[src/rtl/io_uart_pkg.sv]
// io_uart_pkg: register map, STATUS bit positions and TX FSM encodings for io_uart.
// Shared by the UART top, its FIFO and anything on the mmu side that talks to it.
// The optional parity feature is selected with `define IO_UART_PARITY_EN.
`timescale 1ns/1ps
package io_uart_pkg;

  // I/O word addresses as seen on io_addr
  localparam logic [7:0] IO_UART_TXDATA  = 8'h00;
  localparam logic [7:0] IO_UART_STATUS  = 8'h01;
  localparam logic [7:0] IO_UART_BAUDDIV = 8'h02;

  // STATUS bit positions
  localparam int ST_FULL   = 0;
  localparam int ST_EMPTY  = 1;
  localparam int ST_BUSY   = 2;
  localparam int ST_OVF    = 3;
  localparam int ST_PARITY = 4;

  // TX FSM encodings; TX_PARITY is only reachable when parity is compiled in
  typedef enum logic [2:0] {
    TX_IDLE   = 3'd0,
    TX_START  = 3'd1,
    TX_DATA   = 3'd2,
    TX_PARITY = 3'd3,
    TX_STOP   = 3'd4
  } tx_state_t;

  // Even parity: the bit that makes the total number of ones even
  function automatic logic even_parity(input logic [7:0] d);
    return ^d;
  endfunction

endpackage

[src/rtl/io_uart_fifo.sv]
// io_uart_fifo: generic synchronous FIFO with extra-MSB pointers for full/empty detection.
// Output dout is combinational from the read pointer (first-word fall-through).
// Push while full and pop while empty are ignored; push and pop together keep the count.
`timescale 1ns/1ps
module io_uart_fifo #(
  parameter int DEPTH = 4,
  parameter int WIDTH = 8
) (
  input  logic             clk,
  input  logic             resetb,
  input  logic             push,
  input  logic             pop,
  input  logic [WIDTH-1:0] din,
  output logic [WIDTH-1:0] dout,
  output logic             full,
  output logic             empty
);

  localparam int AW = $clog2(DEPTH);

  logic [AW:0]      wr_ptr;
  logic [AW:0]      rd_ptr;
  logic [WIDTH-1:0] mem [DEPTH];
  logic             do_push;
  logic             do_pop;

  // Pointers wrap naturally modulo 2*DEPTH; the MSB distinguishes full from empty
  assign full    = (wr_ptr[AW] != rd_ptr[AW]) && (wr_ptr[AW-1:0] == rd_ptr[AW-1:0]);
  assign empty   = (wr_ptr == rd_ptr);
  assign do_push = push && !full;
  assign do_pop  = pop && !empty;
  assign dout    = mem[rd_ptr[AW-1:0]];

  // Pointer update; reset discards any queued contents
  always_ff @(posedge clk or negedge resetb) begin
    if (!resetb) begin
      wr_ptr <= '0;
      rd_ptr <= '0;
    end else begin
      if (do_push) wr_ptr <= wr_ptr + 1'b1;
      if (do_pop)  rd_ptr <= rd_ptr + 1'b1;
    end
  end

  // Storage array; contents are don't-care until written
  always_ff @(posedge clk) begin
    if (do_push) mem[wr_ptr[AW-1:0]] <= din;
  end

endmodule

[src/rtl/io_uart.sv]
// io_uart: memory-mapped UART transmitter (8N1, or 8E1 when `define IO_UART_PARITY_EN).
// Latency: register reads return one cycle after the strobe; first start bit one cycle after a TXDATA write.
// Backpressure: none on the bus; TXDATA writes into a full FIFO are dropped and set sticky overflow.
`timescale 1ns/1ps
module io_uart
  import io_uart_pkg::*;
#(
  parameter int FIFO_DEPTH      = 4,
  parameter int DEFAULT_BAUDDIV = 867
) (
  input  logic        clk,
  input  logic        resetb,
  input  logic [7:0]  io_addr,
  input  logic        io_en,
  input  logic        io_we,
  input  logic [31:0] io_data_write,
  output logic [31:0] io_data_read,
  output logic        uart_tx
);

  localparam logic [15:0] BAUD_RST = 16'(DEFAULT_BAUDDIV);

`ifdef IO_UART_PARITY_EN
  localparam logic PARITY_PRESENT = 1'b1;
`else
  localparam logic PARITY_PRESENT = 1'b0;
`endif

  tx_state_t   state;
  tx_state_t   state_nxt;
  logic [15:0] baud;
  logic [15:0] bit_cnt;
  logic [2:0]  bit_idx;
  logic [7:0]  shreg;
  logic        overflow;
  logic        busy;
  logic        bit_end;
  logic        wr_txdata;
  logic        wr_status;
  logic        wr_baud;
  logic        rd_en;
  logic        fifo_push;
  logic        fifo_pop;
  logic        fifo_full;
  logic        fifo_empty;
  logic [7:0]  fifo_dout;
  logic [31:0] status_word;
  logic [31:0] rd_mux;
  logic        unused_wdata;

  assign wr_txdata = io_en && io_we && (io_addr == IO_UART_TXDATA);
  assign wr_status = io_en && io_we && (io_addr == IO_UART_STATUS);
  assign wr_baud   = io_en && io_we && (io_addr == IO_UART_BAUDDIV);
  assign rd_en     = io_en && !io_we;

  // Full is the pre-edge value, so a same-cycle pop never rescues a write into a full FIFO
  assign fifo_push    = wr_txdata && !fifo_full;
  assign bit_end      = (bit_cnt == 16'd0);
  assign unused_wdata = ^io_data_write[31:16];

  // Pop when idle with data waiting, or at the end of STOP to chain frames without a gap
  assign fifo_pop = !fifo_empty &&
                    ((state == TX_IDLE) || ((state == TX_STOP) && bit_end));

  io_uart_fifo #(
    .DEPTH (FIFO_DEPTH),
    .WIDTH (8)
  ) u_fifo (
    .clk    (clk),
    .resetb (resetb),
    .push   (fifo_push),
    .pop    (fifo_pop),
    .din    (io_data_write[7:0]),
    .dout   (fifo_dout),
    .full   (fifo_full),
    .empty  (fifo_empty)
  );

  // STATUS as seen at the sampling edge
  always_comb begin
    status_word            = 32'd0;
    status_word[ST_FULL]   = fifo_full;
    status_word[ST_EMPTY]  = fifo_empty;
    status_word[ST_BUSY]   = busy;
    status_word[ST_OVF]    = overflow;
    status_word[ST_PARITY] = PARITY_PRESENT;
  end

  // Read mux; unmapped and write-only addresses read as zero
  always_comb begin
    rd_mux = 32'd0;
    case (io_addr)
      IO_UART_STATUS:  rd_mux = status_word;
      IO_UART_BAUDDIV: rd_mux = {16'd0, baud};
      default:         rd_mux = 32'd0;
    endcase
  end

  // Bus-side registers: divisor, sticky overflow, and the held read data
  always_ff @(posedge clk or negedge resetb) begin
    if (!resetb) begin
      baud         <= BAUD_RST;
      overflow     <= 1'b0;
      io_data_read <= 32'd0;
    end else begin
      if (wr_baud) baud <= io_data_write[15:0];
      if (wr_txdata && fifo_full) overflow <= 1'b1;
      else if (wr_status)         overflow <= 1'b0;
      if (rd_en) io_data_read <= rd_mux;
    end
  end

  // TX FSM state register
  always_ff @(posedge clk or negedge resetb) begin
    if (!resetb) state <= TX_IDLE;
    else         state <= state_nxt;
  end

  // TX FSM next-state logic; every non-idle state lasts one bit period
  always_comb begin
    state_nxt = state;
    case (state)
      TX_IDLE:  if (!fifo_empty) state_nxt = TX_START;
      TX_START: if (bit_end) state_nxt = TX_DATA;
`ifdef IO_UART_PARITY_EN
      TX_DATA:   if (bit_end && (bit_idx == 3'd7)) state_nxt = TX_PARITY;
      TX_PARITY: if (bit_end) state_nxt = TX_STOP;
`else
      TX_DATA:  if (bit_end && (bit_idx == 3'd7)) state_nxt = TX_STOP;
`endif
      TX_STOP:  if (bit_end) state_nxt = fifo_empty ? TX_IDLE : TX_START;
      default:  state_nxt = TX_IDLE;
    endcase
  end

  // TX FSM outputs: line level is decoded from state so reset forces it high at once
  always_comb begin
    uart_tx = 1'b1;
    busy    = (state != TX_IDLE);
    case (state)
      TX_START:  uart_tx = 1'b0;
      TX_DATA:   uart_tx = shreg[bit_idx];
`ifdef IO_UART_PARITY_EN
      TX_PARITY: uart_tx = even_parity(shreg);
`endif
      default:   uart_tx = 1'b1;
    endcase
  end

  // Bit timer, data bit index and shift register; the divisor is sampled only at bit starts
  always_ff @(posedge clk or negedge resetb) begin
    if (!resetb) begin
      bit_cnt <= 16'd0;
      bit_idx <= 3'd0;
      shreg   <= 8'd0;
    end else begin
      if (fifo_pop) begin
        shreg   <= fifo_dout;
        bit_idx <= 3'd0;
      end else if ((state == TX_DATA) && bit_end) begin
        bit_idx <= bit_idx + 3'd1;
      end
      if (fifo_pop || ((state != TX_IDLE) && bit_end)) bit_cnt <= baud;
      else if (state != TX_IDLE)                        bit_cnt <= bit_cnt - 16'd1;
    end
  end

endmodule

[config.mk]
export PLATFORM = sky130hd
export DESIGN_NAME = io_uart
export DESIGN_NICKNAME = d
export VERILOG_FILES = /design/src/rtl/io_uart_pkg.sv /design/src/rtl/io_uart_fifo.sv /design/src/rtl/io_uart.sv
export SDC_FILE = /design/constraint.sdc
export NUM_CORES = 1
export LEC_CHECK = 0
export ABC_CLOCK_PERIOD_IN_PS = 3200
export CAP_MARGIN = 20
export CORE_ASPECT_RATIO = 0.8
export CORE_MARGIN = 3
export CORE_UTILIZATION = 54
export CTS_CLUSTER_SIZE = 8
export DETAILED_ROUTE_END_ITERATION = 12
export PLACE_DENSITY = 0.8
export SYNTH_ARGS = -nofsm -noshare
export SYNTH_HDL_FRONTEND = slang
export SYNTH_SLANG_ARGS = --single-unit
[constraint.sdc]
create_clock -name clk -period 3.2 [get_ports clk]
set_input_delay 0.64 -clock clk [delete_from_list [all_inputs] [get_ports clk]]
set_output_delay 0.64 -clock clk [all_outputs]
set_load 0.02 [all_outputs]
---- Word-level counts from Yosys, hierarchy flattened ----
Memory sizes are Yosys's and may differ from the RTL's. A register that Yosys moved wholly into a read port is not among the register bits.
Index checks and enable logic that the tools add are counted.
word-level totals
  register bits ........................... 77
  latch bits .............................. 0
  RAM bits ................................ 32
  ROM bits ................................ 0
  input bits .............................. 44
  output and inout bits ................... 33
  logic and storage cells ................. 74
  memories ................................ 1
operators by class
  add/subtract/negate cells ............... 4
  $mul .................................... 0
  divide/modulo/power cells ............... 0
  $lt $le $gt $ge ......................... 1
  equal/unequal tests ..................... 13
  shift-type cells ........................ 0
  multiplexer cells ....................... 18
  bitwise operators ....................... 0
  reduce and logical (&&, ||, !) cells .... 29
memory list
  name        depth  bits a word  read ports  clocked after Yosys merged registers in  wr ports  RTL line            RTL
  u_fifo.mem  4      8            1           1                                        1         io_uart_fifo.sv:23  logic [WIDTH-1:0] mem [DEPTH];
operators with widths
  kind                   number
  $mux 16                2
  $pmux 16 s2            1
  $mux 3                 6
  $logic_not 16->1       1
  $sub 16x1->16 const B  1
  $logic_and 1x1->1      15
  $pmux 3 s4             1
  $add 3x1->3 const B    3
  $eq 8x1->1 const B     1
  $eq 8x2->1 const B     1
  $logic_not 8->1        1
  $ne 2x2->1 const B     4
  $eq 3x3->1 const B     2
  $mux 1                 6
  $reduce_bool 2->1      3
  $logic_not 1->1        4
  $lt 3x4->1 const B     1
  $reduce_and 4->1       1
  $bmux 1 s3             1
  $eq 3x1->1 const B     1
  $eq 3x2->1 const B     1
  $eq 3x3->1             1
  $logic_not 3->1        1
  $reduce_bool 3->1      1
  other kinds (4)        5

---- Logic depth before layout (Yosys ltp) ----
Gate-level depths: netlist (run 1).
  depth after elaboration ................. 7
  depth in mapped cells ................... 8
  mapped depth without buffers ............ 7

---- Hierarchy ----
From an unflattened synthesis (run 1), not the netlist that was laid out.
second synthesis, totals
  cell total of the unflattened synthesis .. 389
  area, all modules ....................... 4810.9 um2
modules (own cells, without submodules)
  module        instances  cells each  area an instance (um2)
  io_uart       1          299         3150.5
  io_uart_fifo  1          90          1660.3

---- Worst setup path after synthesis (run 1) ----
No wires, ideal clock.
  path type ............................... input to register
  start point ............................. input io_addr[3]
  end point ............................... memory u_fifo.mem[3][0] (enable)
  arrival time ............................ 2032 ps
  setup slack ............................. 829 ps
  stages on the path ...................... 4
  path through ............................ nor4_1 -> and4bb_2 -> nor3b_1 -> and2_1
between the ends
  cells in the longest elaborated chain, start to end .. 6
RTL lines
  element                       RTL line            RTL
  from (decl)                   io_uart.sv:13       input logic [7:0] io_addr,
  $logic_not 8->1               io_uart.sv:51       assign wr_txdata = io_en && io_we && (io_addr == IO_UART_TXDATA);
  $logic_and 1x1->1             io_uart.sv:51
  $logic_and 1x1->1             io_uart.sv:57       assign fifo_push = wr_txdata && !fifo_full;
  $logic_and 1x1->1             io_uart_fifo.sv:30  assign do_push = push && !full;
  $mux 1                        io_uart_fifo.sv:47  if (do_push) mem[wr_ptr[AW-1:0]] <= din;
  $mux 1 (implied by the code)  io_uart_fifo.sv:47
  to (decl)                     io_uart_fifo.sv:23
No other way between the ends.

---- Worst setup path in the final report (run 1) ----
  start point ............................. register bit_idx[0]
  end point ............................... output uart_tx
between the ends
  cells in the longest elaborated chain, start to end .. 3
RTL lines
  element                       RTL line        RTL
  from (decl)                   io_uart.sv:33   logic [2:0] bit_idx;
  from (signal assigned)        io_uart.sv:161  bit_idx <= bit_idx + 3'd1;
  $bmux 1 s3                    io_uart.sv:142  TX_DATA: uart_tx = shreg[bit_idx];
  $mux 1 (implied by the code)  io_uart.sv:142
  $pmux 1 s2                    io_uart.sv:140  case (state)
  to (decl)                     io_uart.sv:18   output logic uart_tx
No other way between the ends. The select of a mux whose other input is x is not followed.

==> summary.md, run 1 <==
| Metric | Value |
|---|---|
| Status | finished clean |
| Pleak | 2.22 nW |
| IO Pins | 77 |
| R2R setup slack | around 0.75 ns |
| CTS Hold Bufs | 0 |
| Max-slew headroom | 53.8% |
| Drt total wl | 9.65 mm |
| Pin count of the biggest net entering global routing | 70 |
| Most frequent cells in the layout | dfrtp_1 (63), clkdlybuf4s50_1 (43), nand2_1 (42), edfxtp_1 (32), o21ai_0 (23) |
| Yosys warnings | 0 |
| First-pass iteration count of the detailed router | 5 |
| Setup Fix Bufs, Post-CTS | 0 |
| DP HPWL | ~7 mm |
| Power Density | 629 mW/mm2 |
| Average size of a mapped cell | approximately 13 um2 |
| Crit path from | bit_idx[0] |
| Fillers | 626 |
| Cell breakdown of the critical path | mux4_2, mux2i_1, a21oi_1, clkdlybuf4s50_1 |
| Initial Util | a little under three fifths |
| Ys async rst share | about two thirds |
| Count of final hold-check violations | 0 |
| Wirelength per Cell | roughly 18 um |
| Unrepaired setup endpoints after global routing | false |
| Crit path kind | flip-flop to output pin |
| Grt total ovfl | 0 |
| Max Buffers Root-to-Sink | 2 |
| Post-route DRC | 0 |
| CTS Buf Count | 9 |
| Worst vdd ir | ~0.25 mV |
| Setup tns final | 0 ns |
| R2R Path End | bit_cnt[11] |
| CP max stage cell | clkdlybuf4s50_1 |
| Endpoint type of the worst setup path | output pin |
| Fmax | 361 MHz |
| Cells after Synth | between 300 and 400 |
| Vias in the first global route | approximately 3100 |
| Routability cong. | 0.817 |
| CP Data Arrival Time | between 2 and 2.5 ns |
| Highest fanout seen on the critical path | 5 |
| Register area share after synthesis | 56.3% |
| CP required | 2.56 ns |
| Clock latency on the worst-skew pair | around 0.37 ns |
| Antenna cell count | 0 |
| Clk pin slew, worst setup/hold paths | roughly 0.090 ns |
| Final setup fails | 0 |
| Via/cell ratio | around 5.9 |
| CTS H-tree lvls | 3 |
| Chip Width | between 100 and 150 um |
| GRT Overall Usage | slightly below 20% |
| First-pass GRT wire length | roughly 16 mm |
| EDFF count, synth | 32 |
| Synthesized area | approximately 0.0048 mm2 |
| Post-CTS sizing | 0 |
| Worst R2R Start | bit_cnt[0] |
| 1st-iter DRT viols | 150 |
| CTS Sinks | around 100 |
| Worst Path Buf+Inv | 1 |
| Port bufs | 44 |
| Via count | approximately 3200 |
| Number of synthesized register bits | between 100 and 150 |
| Syn-to-layout area delta | 15.7% |
| Row count | 30 |
| Commonest non-fill, non-tap cell in the layout | dfrtp_1 |
| CP max stage delay | about 0.54 ns |
| Slew Viols, Final | 0 |
| Final Cycle Share | 86.5% |
| TritonCTS clock tree | yes |
| Die H | about 90 um |
| Post-DRT Antenna Nets | 0 |
| Placed cell area | approximately 0.0053 mm2 |
| Tightest Pin Transition | a little under 0.7 ns |
| CP top delay family | multiplexers |
| Final Cell Area | about 0.0055 mm2 |
| Max Cap Viol | 0 |
| Final core utilization | ~65% |
| Initial antenna violation count | 0 |
| Final #Nets | about 480 |
| Startpoint types | flip-flop |
| Layout cells sized above 1 | roughly a fifth |
| Die ar. | between 0.01 and 0.015 mm2 |
| Post-layout min period | ~2.8 ns |
| Core Area | ~0.0086 mm2 |
| Worst-case reg-to-reg path depth | 8 |
| Yosys cell types | 62 |
| CTS Root Cell | clkbuf_8 |
| Clock Skew | roughly 0.013 ns |
| Main synth FF type | dfrtp_1 |
| HP Class | input pin to async pin |
## worst max path at each step
stage,to,slack [ns],depth (start not counted)
after floorplan,u_fifo.mem[3][0],0.83,4
after global placement,u_fifo.mem[3][1],0.39,6
after detailed placement,u_fifo.mem[0][1],0.34,6
after CTS,uart_tx,0.37,4
after global routing,uart_tx,0.31,4
final,uart_tx,0.43,4
## synthesized netlist by cell type, drive strengths merged (4+ instances only)
cell type  instances  area [um2]
xor2               5        43.8
a21oi              9        45.0
nand4              6        43.8
a22oi              4        30.0
o221a              5        56.3
buf               23         168
inv                6        22.5
ha                 8         100
dfrtp             63        1580
clkbuf             9        33.8
and2               4        25.0
nand2             43         164
nor4               9        86.3
nor3b              5        53.8
edfxtp            32         961
nor2              15        56.3
nand3              5        30.0
mux4              10         225
dfstp              6         158
o21ai             24         120
mux2              25         312
nor3              11        55.1
xnor2              6        60.1
## state kept, by name, summed over array words and instances, names as in the netlist
signal and flops:
u_fifo.wr_ptr 3, state 3, u_fifo.rd_ptr 3, bit_idx 3, shreg 8, u_fifo.mem 32, overflow 1, baud 16
io_data_read 16, bit_cnt 16
## stage by stage
stage	setup WS (ns)	power (mW)	hold slack (ns)	std cells
2_1_floorplan	0.829	2.36	0.344	390
3_3_place_gp	0.392	2.54	0.468	524
3_5_place_dp	0.342	2.58	0.475	524
4_1_cts	0.373	3.49	0.294	540
5_1_grt	0.312	3.64	0.310	540
6_report	0.432	3.48	0.283	540
## cells by family (layout without fill, tap and decap cells)
family          after synthesis  after routing  synth area share (%)
flops                       101            101                  56.3
fa+ha+maj                     8              8                  2.09
simple gates                115            115                  13.6
compound gates               65             65                  9.62
xor+xnor                     11             11                  2.17
other cells                   1             16                0.0784
mux                          36             36                  11.4
buf+inv                      38             76                  4.68
## area by class of cell
cell class | instances | area (um2) | share of cell area (%)
multi-input cells | 251 | 1920 | 34.7
clock buffers | 11 | 145 | 2.62
flip-flops and latches | 101 | 2700 | 48.7
well taps | 112 | 140 | 2.53
inverters | 6 | 22.5 | 0.407
repair buffers | 54 | 523 | 9.45
clock inverters | 5 | 88.8 | 1.60
## where the power goes
part	internal (mW)	switching, mW	total [mW]
clock	0.482	0.438	0.920
sequential	1.51	0.254	1.76
combinational	0.459	0.339	0.798
total	2.45	1.03	3.48
## routing by layer
metal | global-route usage (%) | vias up | share of wire [%]
met5 | 0 | - | 0
met4 | 4.56 | 0 | 0.85
met3 | 4.91 | 8 | 6.7
met2 | 29.9 | 117 | 46
met1 | 29.0 | 1568 | 46
li1 | - | 1470 | -
(Power assumes the default switching activity.)
==> inputs of run 2 (changes only) <==
- CELL_PAD_IN_SITES_DETAIL_PLACEMENT: not set -> 1
- CELL_PAD_IN_SITES_GLOBAL_PLACEMENT: not set -> 1
- CORE_UTILIZATION: 54 -> 43
- PLACE_DENSITY: 0.8 -> not set
- PLACE_DENSITY_LB_ADDON: not set -> 0.1
==> summary.md, run 2 (synthesis results as in run 1) <==
| Metric | Value |
|---|---|
| Status | finished clean (unchanged) |
| Via/cell ratio | 5.58 (was 5.86) |
| Clock latency on the worst-skew pair | 0.35 ns (was 0.37 ns) |
| Unrepaired setup endpoints after global routing | false (unchanged) |
| Count of final hold-check violations | 0 (unchanged) |
| Fmax | 358 MHz (was 361 MHz) |
| CTS Buf Count | 9 (unchanged) |
| Core Area | 0.0105 mm2 (was 0.00856 mm2) |
| CP required | 2.56 ns (about the same) |
| Via count | 3166 (was 3163) |
| DP Cell Count | 551 (was 524) |
| Clock Skew | 0.00774 ns (was 0.0134 ns) |
| Setup tns final | 0 ns (unchanged) |
| Crit path kind | flip-flop to output pin (unchanged) |
| Worst-case reg-to-reg path depth | 8 (unchanged) |
| Tot Pwr | 3.65 mW (was 3.48 mW) |
| TritonCTS clock tree | yes (unchanged) |
| First-pass iteration count of the detailed router | 4 (was 5) |
| Drt total wl | 11.2 mm (was 9.65 mm) |
| HP Class | input pin to async pin (unchanged) |
| Commonest non-fill, non-tap cell in the layout | dfrtp_1 (unchanged) |
| Chip Width | 124 um (was 111 um) |
| Final Cycle Share | 87.3% (was 86.5%) |
| Endpoint type of the worst setup path | output pin (unchanged) |
| Row count | 33 (was 30) |
| CP Data Arrival Time | 2.15 ns (was 2.13 ns) |
| DP HPWL | 7.93 mm (was 6.84 mm) |
| CTS Root Cell | clkbuf_16 (was clkbuf_8) |
| Post-DRT Antenna Nets | 0 (unchanged) |
| Fillers | 1085 (was 626) |
| Antenna cell count | 0 (unchanged) |
| Post-route DRC | 0 (unchanged) |
| IO Pins | 77 (unchanged) |
| Startpoint types | flip-flop (unchanged) |
| First-pass GRT wire length | 18.5 mm (was 15.7 mm) |
| Post-layout min period | 2.79 ns (was 2.77 ns) |
| Pin count of the biggest net entering global routing | 70 (unchanged) |
| Post-CTS sizing | 0 (unchanged) |
| 1st-iter DRT viols | 128 (was 150) |
| Port bufs | 44 (unchanged) |
| Hold slack | 0.494 ns (was 0.283 ns) |
| Wirelength per Cell | 19.8 um (was 17.9 um) |
| Tightest Pin Transition | 0.901 ns (was 0.686 ns) |
| Final setup fails | 0 (unchanged) |
| Highest fanout seen on the critical path | 5 (unchanged) |
| Max reg flops | 32 (unchanged) |
| Initial antenna violation count | 0 (unchanged) |
| Worst vdd ir | 0.303 mV (was 0.251 mV) |
| CTS H-tree lvls | 3 (unchanged) |
| Syn-to-layout area delta | 17.2% (was 15.7%) |
| Vias in the first global route | 3316 (was 3136) |
| Routability cong. | 0.780 (was 0.817) |
| Initial Util | 45.4% (was 55.9%) |
| Max Buffers Root-to-Sink | 2 (unchanged) |
| Setup Fix Bufs, Post-CTS | 0 (unchanged) |
| GRT Overall Usage | 19.8% (was 19.7%) |
| Layout cells sized above 1 | 19.0% (was 19.2%) |
| Final #Nets | 474 (was 475) |
| Clk pin slew, worst setup/hold paths | 0.07 ns (was 0.09 ns) |
| Slew Viols, Final | 0 (unchanged) |
| Pleak | 2.23 nW (was 2.22 nW) |
| CTS Sinks | 101 (unchanged) |
| Layout Cells excl Fill | 567 (was 540) |
| Most frequent cells in the layout | dfrtp_1 (63), clkdlybuf4s50_1 (43), nand2_1 (42), edfxtp_1 (32), o21ai_0 (23) (unchanged) |
| CTS Hold Bufs | 0 (unchanged) |
| Max-slew headroom | 39.9% (was 53.8%) |
| Power Density | 650 mW/mm2 (was 629 mW/mm2) |
| Die H | 100 um (was 90.2 um) |
| Die ar. | 0.0124 mm2 (was 0.0100 mm2) |
| Grt total ovfl | 0 (unchanged) |
| Max Cap Viol | 0 (unchanged) |
| Final core utilization | 53.3% (was 64.7%) |
## run 2: critical path: stages, from the launching register on
cell and delay, ns:
dfrtp_1 0.47, mux4_2 0.52, mux2i_1 0.18, a21oi_1 0.09, clkdlybuf4s50_1 0.54
## run 2: layout make-up
class	count	area, um2	area share, %
Sequential cell	101	2700	48.1
Multi-Input combinational cell	251	1920	34.3
Timing Repair Buffer	53	503	8.97
Clock buffer	9	225	4.02
Tap cell	140	175	3.12
Clock inverter	7	63.8	1.14
Inverter	6	22.5	0.402
## run 2: routing by layer
layer / GRT usage [%] / vias to the layer above / part of all wire, %
met2: 28.9 / 72 / 45
met1: 29.5 / 1617 / 49
met3: 5.97 / 11 / 5.7
met4: 3.70 / 0 / 1.0
met5: 0 / - / 0
li1: - / 1466 / -
## run 2: path summary, 6_finish.rpt
kind                                    end             start  slack [ns]
min in group clk           io_data_read[11]  io_data_read[11]        0.49
hold reg to reg            io_data_read[11]  io_data_read[11]        0.49
setup reg to reg                bit_cnt[11]        bit_cnt[0]        0.72
max in group asynchronous   io_data_read[0]            resetb        2.12
hold / removal                   bit_idx[2]            resetb        0.49
setup / recovery                    uart_tx        bit_idx[0]        0.41
## run 2: metrics by stage
stage	cell area [um2]	worst slack, ns
CTS	5610	0.353
global route	5610	0.250
detailed placement	5320	0.236
global placement	5320	0.316
finish	5610	0.407
floorplan	4840	0.829
## run 2: power breakdown
part	total, mW	switching [mW]	internal (mW)	leakage (nW)
clock	1.07	0.524	0.549	0.142
sequential	1.76	0.248	1.51	1.16
combinational	0.815	0.365	0.451	0.930
